## src/rtl/mem_arbiter_pkg.sv

```systemverilog
// rtl/mem_arbiter_pkg.sv - shared defaults and request-slice packing for the tape-memory arbiter
// Holds the default core count, address/data widths and read latency. The
// select stage packs its register-file requests with the same widths.
package mem_arbiter_pkg;

  localparam int DEF_NCORES = 4;
  localparam int DEF_AW     = 16;
  localparam int DEF_DW     = 16;
  localparam int DEF_LAT    = 2;

  // One request slice is {we, addr, wdata}.
  function automatic int req_slice_w(input int aw, input int dw);
    return 1 + aw + dw;
  endfunction

  localparam int REQ_SLICE_W = req_slice_w(DEF_AW, DEF_DW);

endpackage

```

## src/rtl/mem_arbiter_if.sv

```systemverilog
// rtl/mem_arbiter_if.sv - core request/response and memory port bundle
// master: the arbiter view (takes requests and mem_rdata, drives grants,
//         responses and the memory port).
// slave:  the cores-plus-memory view, directions reversed.
interface mem_arbiter_if
  import mem_arbiter_pkg::*;
#(
  parameter int NCORES = DEF_NCORES,
  parameter int AW     = DEF_AW,
  parameter int DW     = DEF_DW
) ();

  logic [NCORES-1:0]    req_valid;
  logic [NCORES-1:0]    req_we;
  logic [NCORES*AW-1:0] req_addr;
  logic [NCORES*DW-1:0] req_wdata;
  logic [NCORES-1:0]    req_ready;
  logic [NCORES-1:0]    rsp_valid;
  logic [DW-1:0]        rsp_data;
  logic                 mem_en;
  logic                 mem_we;
  logic [AW-1:0]        mem_addr;
  logic [DW-1:0]        mem_wdata;
  logic [DW-1:0]        mem_rdata;

  modport master (
    input  req_valid, req_we, req_addr, req_wdata, mem_rdata,
    output req_ready, rsp_valid, rsp_data, mem_en, mem_we, mem_addr, mem_wdata
  );

  modport slave (
    output req_valid, req_we, req_addr, req_wdata, mem_rdata,
    input  req_ready, rsp_valid, rsp_data, mem_en, mem_we, mem_addr, mem_wdata
  );

endinterface

```

## src/rtl/mem_arbiter_rr_pick.sv

```systemverilog
// rtl/mem_arbiter_rr_pick.sv - combinational round-robin selector
// Ports: valid (request vector), ptr (highest-priority index),
//        grant (one-hot winner), idx (encoded winner), any (a winner exists).
module rr_pick #(
  parameter int N  = 4,
  parameter int PW = $clog2(N)
) (
  input  logic [N-1:0]  valid,
  input  logic [PW-1:0] ptr,
  output logic [N-1:0]  grant,
  output logic [PW-1:0] idx,
  output logic          any
);

  logic [PW-1:0] cand;

  // Scan ptr, ptr+1, ... modulo N; the first requester found wins.
  always_comb begin
    grant = '0;
    idx   = '0;
    any   = 1'b0;
    cand  = '0;
    for (int i = 0; i < N; i++) begin
      cand = PW'((int'(ptr) + i) % N);
      if (!any && valid[cand]) begin
        any         = 1'b1;
        grant[cand] = 1'b1;
        idx         = cand;
      end
    end
  end

endmodule

```

## src/rtl/mem_arbiter.sv

```systemverilog
// rtl/mem_arbiter.sv - round-robin arbiter for the shared tape-memory port
// Ports: clk, rst (async, active high), bus (mem_arbiter_if.master):
//   req_valid/req_we/req_addr/req_wdata in, req_ready one-hot grant out,
//   rsp_valid one-hot + rsp_data read return, mem_en/mem_we/mem_addr/
//   mem_wdata memory access out, mem_rdata in (valid LAT cycles after a read).
module mem_arbiter
  import mem_arbiter_pkg::*;
#(
  parameter int NCORES = DEF_NCORES,
  parameter int AW     = DEF_AW,
  parameter int DW     = DEF_DW,
  parameter int LAT    = DEF_LAT
) (
  input  logic          clk,
  input  logic          rst,
  mem_arbiter_if.master bus
);

  localparam int PW = $clog2(NCORES);
  localparam int SW = req_slice_w(AW, DW);

  logic [PW-1:0]     ptr;
  logic [PW-1:0]     idx;
  logic [NCORES-1:0] grant;
  logic              any;
  logic              live;
  logic              rd_grant;
  logic [SW-1:0]     sel;
  logic [NCORES-1:0] rsp;

  logic              pipe_v  [LAT];
  logic [PW-1:0]     pipe_id [LAT];

  rr_pick #(.N(NCORES), .PW(PW)) u_pick (
    .valid (bus.req_valid),
    .ptr   (ptr),
    .grant (grant),
    .idx   (idx),
    .any   (any)
  );

  // Grant is suppressed while reset is held, so nothing reaches memory.
  assign live = any & ~rst;

  // One-hot mux of the winning slice; all-zero when nothing is granted.
  always_comb begin
    sel = '0;
    for (int i = 0; i < NCORES; i++) begin
      if (!rst && grant[i]) begin
        sel = {bus.req_we[i], bus.req_addr[i*AW +: AW], bus.req_wdata[i*DW +: DW]};
      end
    end
  end

  assign rd_grant      = live & ~sel[SW-1];
  assign bus.req_ready = rst ? '0 : grant;
  assign bus.mem_en    = live;
  assign bus.mem_we    = sel[SW-1];
  assign bus.mem_addr  = sel[DW +: AW];
  assign bus.mem_wdata = sel[DW-1:0];

  always_ff @(posedge clk or posedge rst) begin
    if (rst) begin
      ptr <= '0;
    end else if (any) begin
      ptr <= (idx == PW'(NCORES - 1)) ? '0 : idx + 1'b1;
    end
  end

  // Read tracker: each stage carries {valid, core id} one cycle further,
  // so the last stage lines up with mem_rdata for that read.
  always_ff @(posedge clk or posedge rst) begin
    if (rst) begin
      for (int i = 0; i < LAT; i++) begin
        pipe_v[i]  <= 1'b0;
        pipe_id[i] <= '0;
      end
    end else begin
      pipe_v[0]  <= rd_grant;
      pipe_id[0] <= rd_grant ? idx : '0;
      for (int i = 1; i < LAT; i++) begin
        pipe_v[i]  <= pipe_v[i-1];
        pipe_id[i] <= pipe_id[i-1];
      end
    end
  end

  always_comb begin
    rsp = '0;
    if (pipe_v[LAT-1]) rsp[pipe_id[LAT-1]] = 1'b1;
  end

  assign bus.rsp_valid = rsp;
  assign bus.rsp_data  = bus.mem_rdata;

endmodule

```

## src/flat_wrapper.sv

```systemverilog
// flat-port wrapper written by rule: the top's interface ports become plain ports
module mem_arbiter_flat import mem_arbiter_pkg::*;
#(
  parameter int NCORES = DEF_NCORES,
  parameter int AW     = DEF_AW,
  parameter int DW     = DEF_DW,
  parameter int LAT    = DEF_LAT
)
  (clk, rst, bus_req_valid, bus_req_we, bus_req_addr, bus_req_wdata, bus_mem_rdata, bus_req_ready, bus_rsp_valid, bus_rsp_data, bus_mem_en, bus_mem_we, bus_mem_addr, bus_mem_wdata);
  mem_arbiter_if #(.NCORES(NCORES), .AW(AW), .DW(DW)) bus_i ();
  input  logic clk;
  input  logic rst;
  input wire logic [$bits(bus_i.req_valid)-1:0] bus_req_valid;
  input wire logic [$bits(bus_i.req_we)-1:0] bus_req_we;
  input wire logic [$bits(bus_i.req_addr)-1:0] bus_req_addr;
  input wire logic [$bits(bus_i.req_wdata)-1:0] bus_req_wdata;
  input wire logic [$bits(bus_i.mem_rdata)-1:0] bus_mem_rdata;
  output wire logic [$bits(bus_i.req_ready)-1:0] bus_req_ready;
  output wire logic [$bits(bus_i.rsp_valid)-1:0] bus_rsp_valid;
  output wire logic [$bits(bus_i.rsp_data)-1:0] bus_rsp_data;
  output wire logic [$bits(bus_i.mem_en)-1:0] bus_mem_en;
  output wire logic [$bits(bus_i.mem_we)-1:0] bus_mem_we;
  output wire logic [$bits(bus_i.mem_addr)-1:0] bus_mem_addr;
  output wire logic [$bits(bus_i.mem_wdata)-1:0] bus_mem_wdata;
  assign bus_i.req_valid = bus_req_valid;
  assign bus_i.req_we = bus_req_we;
  assign bus_i.req_addr = bus_req_addr;
  assign bus_i.req_wdata = bus_req_wdata;
  assign bus_i.mem_rdata = bus_mem_rdata;
  assign bus_req_ready = bus_i.req_ready;
  assign bus_rsp_valid = bus_i.rsp_valid;
  assign bus_rsp_data = bus_i.rsp_data;
  assign bus_mem_en = bus_i.mem_en;
  assign bus_mem_we = bus_i.mem_we;
  assign bus_mem_addr = bus_i.mem_addr;
  assign bus_mem_wdata = bus_i.mem_wdata;
  mem_arbiter #(.NCORES(NCORES), .AW(AW), .DW(DW), .LAT(LAT)) u_core (.clk(clk), .rst(rst), .bus(bus_i));
endmodule
```

## config.mk

```make
export PLATFORM = sky130hd
export DESIGN_NAME = mem_arbiter_flat
export DESIGN_NICKNAME = d
export VERILOG_FILES = /design/src/rtl/mem_arbiter_pkg.sv /design/src/rtl/mem_arbiter_if.sv /design/src/rtl/mem_arbiter_rr_pick.sv /design/src/rtl/mem_arbiter.sv /design/src/flat_wrapper.sv
export SDC_FILE = /design/constraint.sdc
export NUM_CORES = 1
export LEC_CHECK = 0
export BUFFER_PORTS_ARGS = -buffer_cell sky130_fd_sc_hd__buf_2
export CAP_MARGIN = 20
export CORE_ASPECT_RATIO = 1.75
export CORE_MARGIN = 2
export CORE_UTILIZATION = 33
export DETAILED_ROUTE_END_ITERATION = 10
export GPL_TIMING_DRIVEN = 1
export PLACE_DENSITY = 0.84
export SYNTH_ARGS = -nofsm -noshare
export SYNTH_HDL_FRONTEND = slang
export SYNTH_HIERARCHICAL = 1
export SYNTH_SLANG_ARGS = --single-unit
```

## constraint.sdc

```tcl
create_clock -name clk -period 3.3 [get_ports clk]
set_input_delay 0.33 -clock clk [delete_from_list [all_inputs] [get_ports clk]]
set_output_delay 0.33 -clock clk [all_outputs]
set_load 0.01 [all_outputs]
```

==> impl_metrics.toml <==
[critical_path]
worst-path-stages = 13
critPathTopFamily = "buffers and inverters"
start_kind = "flop"
required_ns = 2.97
crit_path_end_kind = "output port"
worstPathArrival_ns = 3.03
cp_slowest_cell = "mux4_2"
path_cells = "buf_6 > mux4_2 > buf_4 > and2b_2 > a22oi_1 > o21ai_2 > buf_4 > nor2b_4 > buf_6 > buf_6 > a221oi_2 > nor3_2 > buf_2"
critPathBufInv = 6
critPathKind = "flop to output port"
path_common_cell = "buf_6"
cp_max_fo = 7
r2r_cells = 13
max_stage_delay_ns = 0.52

[global_routing]
gr-total-overflow = 0
first_global_vias = 2439
grt_max_degree = 41
grt_usage_pct = 22.2
grt_pass1_wl_mm = 12.2
antenna_found_initial = 1

[finish]
regArea_um2 = 200
multi_input_area_mm2 = 0.00190
final_cells = 491
final_nets = 572
num-fill-cells = 510
layout_commonest_cell = "buf_2"
mostFrequentLayoutCells = "buf_2, buf_4, nor3_2"
area_delta_synth_final_pct = 79.8
drive_gt1_share_pct = 81.2

[yosys]
synthArstFlopShare_pct = 100
synth_area_mm2 = 0.00205
ys_top_cells_by_area = "a221oi_2, dfrtp_1, nor3_2"
synth.net_count = 377
ys_seq_area_share_pct = 9.76
synth_cell_types = 41
synth_ff_type = "dfrtp_1"
ys_ff_latch = 8
synth_top_area_share_pct = 22.0
yosysTopAreaCell = "a221oi_2"
synth_cells = 217
synth-edff-count = 0
synth_warnings = 6
syn_avg_cell_area_um2 = 9.46

[timing]
setup_slack_ns = -0.0566
setup_violations = 18
slew-limit-headroom_pct = 30.6
period_needed_ns = 3.36
slew_violations = 0
hold_viol = 0
tns_ns = -0.447
worst_pin_slew_ns = 1.04
rsz0062_at_grt = "true"
fmax_mhz = 298
hold_slack_ns = 0.341
fin_crit_sh_pct = 102
clock_skew_ns = 0.00282

[power_and_ir_drop]
p_leak_nw = 1.74
p_clk_share_pct = 1.9
vdd_drop_max_uv = 702
pwr-share-seq_pct = 2.9
powerDensity_mw_per_mm2 = 1590
p_comb_share_pct = 95.2
p_sw_w = 0.00292
internal_power_w = 0.00294
switching_share_pct = 49.9

[floorplanning]
core_area_mm2 = 0.00609
die_h_um = 108
die_w_um = 63.6
ios = 212
num_rows = 38
die_area_mm2 = 0.00689
initial_utilization_pct = 33.7

[route]
vias = 2827
ant_nets = 0
drc = 0
vias_per_cell = 5.76
drt-initial-drc-count = 239
dr.pass1.iters = 4
wl_per_cell_um = 21.6
totalWireLength_mm = 10.6

[worst_hold_path]
hp-class = "flop to flop"
holdPathStages = 0

[place]
dp_hpwl_mm = 6.78
io_buffers = 179
place_inst = 454
place_congestion = 0.852

[clocking]
clk_path_buf_depth = 2
numCtsBuffers = 3
ctsHtreeMaxLevel = 1
cts_tree = "yes"
clk_pin_slew_worst_paths_ns = 0.04
clock_latency_ns = 0.22
clock_tree.root_cell = "clkbuf_8"
clkSinkCount = 8

[status]
violations = "negative setup slack"
outcome = "complete, but fails checks"

[run]
cap_violations = 0
cells in the mapped netlist, types with 2 or more instances:
library cell	number
o22ai_1	31
a221oi_2	30
buf_4	20
nor3_2	20
buf_2	12
nor3_1	12
a22oi_1	8
dfrtp_1	8
inv_1	7
buf_6	6
ha_1	6
nor2_1	6
nor2b_1	5
o21ai_0	5
mux2_2	4
nor3b_1	4
nand2_1	3
a21oi_1	2
and3b_1	2
clkbuf_1	2
mux4_1	2
mux4_2	2
nand2b_1	2
power by group through the flow:
stage / Sequential [W] / Combinational [W] / Clock [W]
5_1_grt: 0.000173 / 0.00584 / 0.000121
4_1_cts: 0.000165 / 0.00404 / 0.000118
6_report: 0.000169 / 0.00558 / 0.000112
3_5_place_dp: 0.000165 / 0.00384 / 0
3_3_place_gp: 0.000160 / 0.00371 / 0
2_1_floorplan: 0.000172 / 0.00280 / 0
layout make-up:
type | count | area share, %
flip-flops and latches | 8 | 5.43
multi-input cells | 163 | 51.4
well taps | 80 | 2.71
repair buffers | 229 | 38.5
diodes | 1 | 0.0678
clock buffers | 3 | 1.12
inverters | 7 | 0.712
sequential cells by signal, summed over array words and instances (netlist names):
register,cells
u_core/pipe_v,2
u_core/ptr,2
u_core/pipe_id,4
metrics by stage:
stage / instance area [µm²] / worst slack [ns] / power [W] / utilization [%]
2_1_floorplan: 2050 / 0.0571 / 0.00297 / -
3_3_place_gp: 2960 / 0.152 / 0.00387 / 48.7
3_5_place_dp: 2960 / 0.0404 / 0.00400 / 48.7
4_1_cts: 3090 / 0.00513 / 0.00432 / 50.8
5_1_grt: 3690 / -0.154 / 0.00613 / 60.6
6_report: 3690 / -0.0566 / 0.00586 / 60.6
cells by family (layout without fill, tap and decap cells):
kind of cell	count (synthesis)	count (layout)	synth area share, %
muxes	9	9	7.44
other	0	1	0
buffers and inverters	47	239	15.2
AOI/OAI and AO/OA	84	84	40.5
adders and majority gates	6	6	3.66
and+or+nand+nor	63	64	23.4
DFF	8	8	9.76
worst paths after layout:
path                                                 start                     endpoint  slack (ns)
worst max-delay path             u_core/ptr[1]$_DFFE_PP0P_            bus_mem_wdata[11]       -0.06
worst min-delay path            u_core/pipe_v[1]$_DFF_PP0_   u_core/pipe_v[0]$_DFF_PP0_        0.34
worst max register to register   u_core/ptr[1]$_DFFE_PP0P_  u_core/pipe_id[2]$_DFF_PP0_        0.46
worst min register to register  u_core/pipe_v[1]$_DFF_PP0_   u_core/pipe_v[0]$_DFF_PP0_        0.34
max in group asynchronous                              rst  u_core/pipe_id[0]$_DFF_PP0_        2.49
min in group asynchronous                              rst   u_core/pipe_v[0]$_DFF_PP0_        0.56
metal layers:
layer / global-route usage [%] / routed length, µm / vias up / part of all wire (%)
li1: - / - / 1258 / -
met1: 23.0 / 3440 / 1332 / 32
met2: 40.7 / 5630 / 182 / 53
met3: 6.04 / 984 / 55 / 9.3
met4: 10.4 / 548 / 0 / 5.2
met5: 0 / 0 / - / 0
worst reg2reg max path, stage by stage, from the launching register on:
cell and delay, ns:
dfrtp_1 0.37, buf_6 0.14, mux4_2 0.52, buf_6 0.14
nor4b_4 0.30, buf_4 0.17, a22oi_2 0.05, o21ai_1 0.11
buf_4 0.15, buf_4 0.10, nor2b_1 0.23, a2111oi_4 0.06
buf_4 0.20, nor3b_1 0.20
timing repair:
action                                  CTS  global route
gates resized for setup                  11            48
setup buffers                             7            19
cloned                                    0             7
pin swaps                                 1             8
endpoints found under the setup margin   34            33
hold buffers                              0             0
Power figures use the tool's default switching activity.
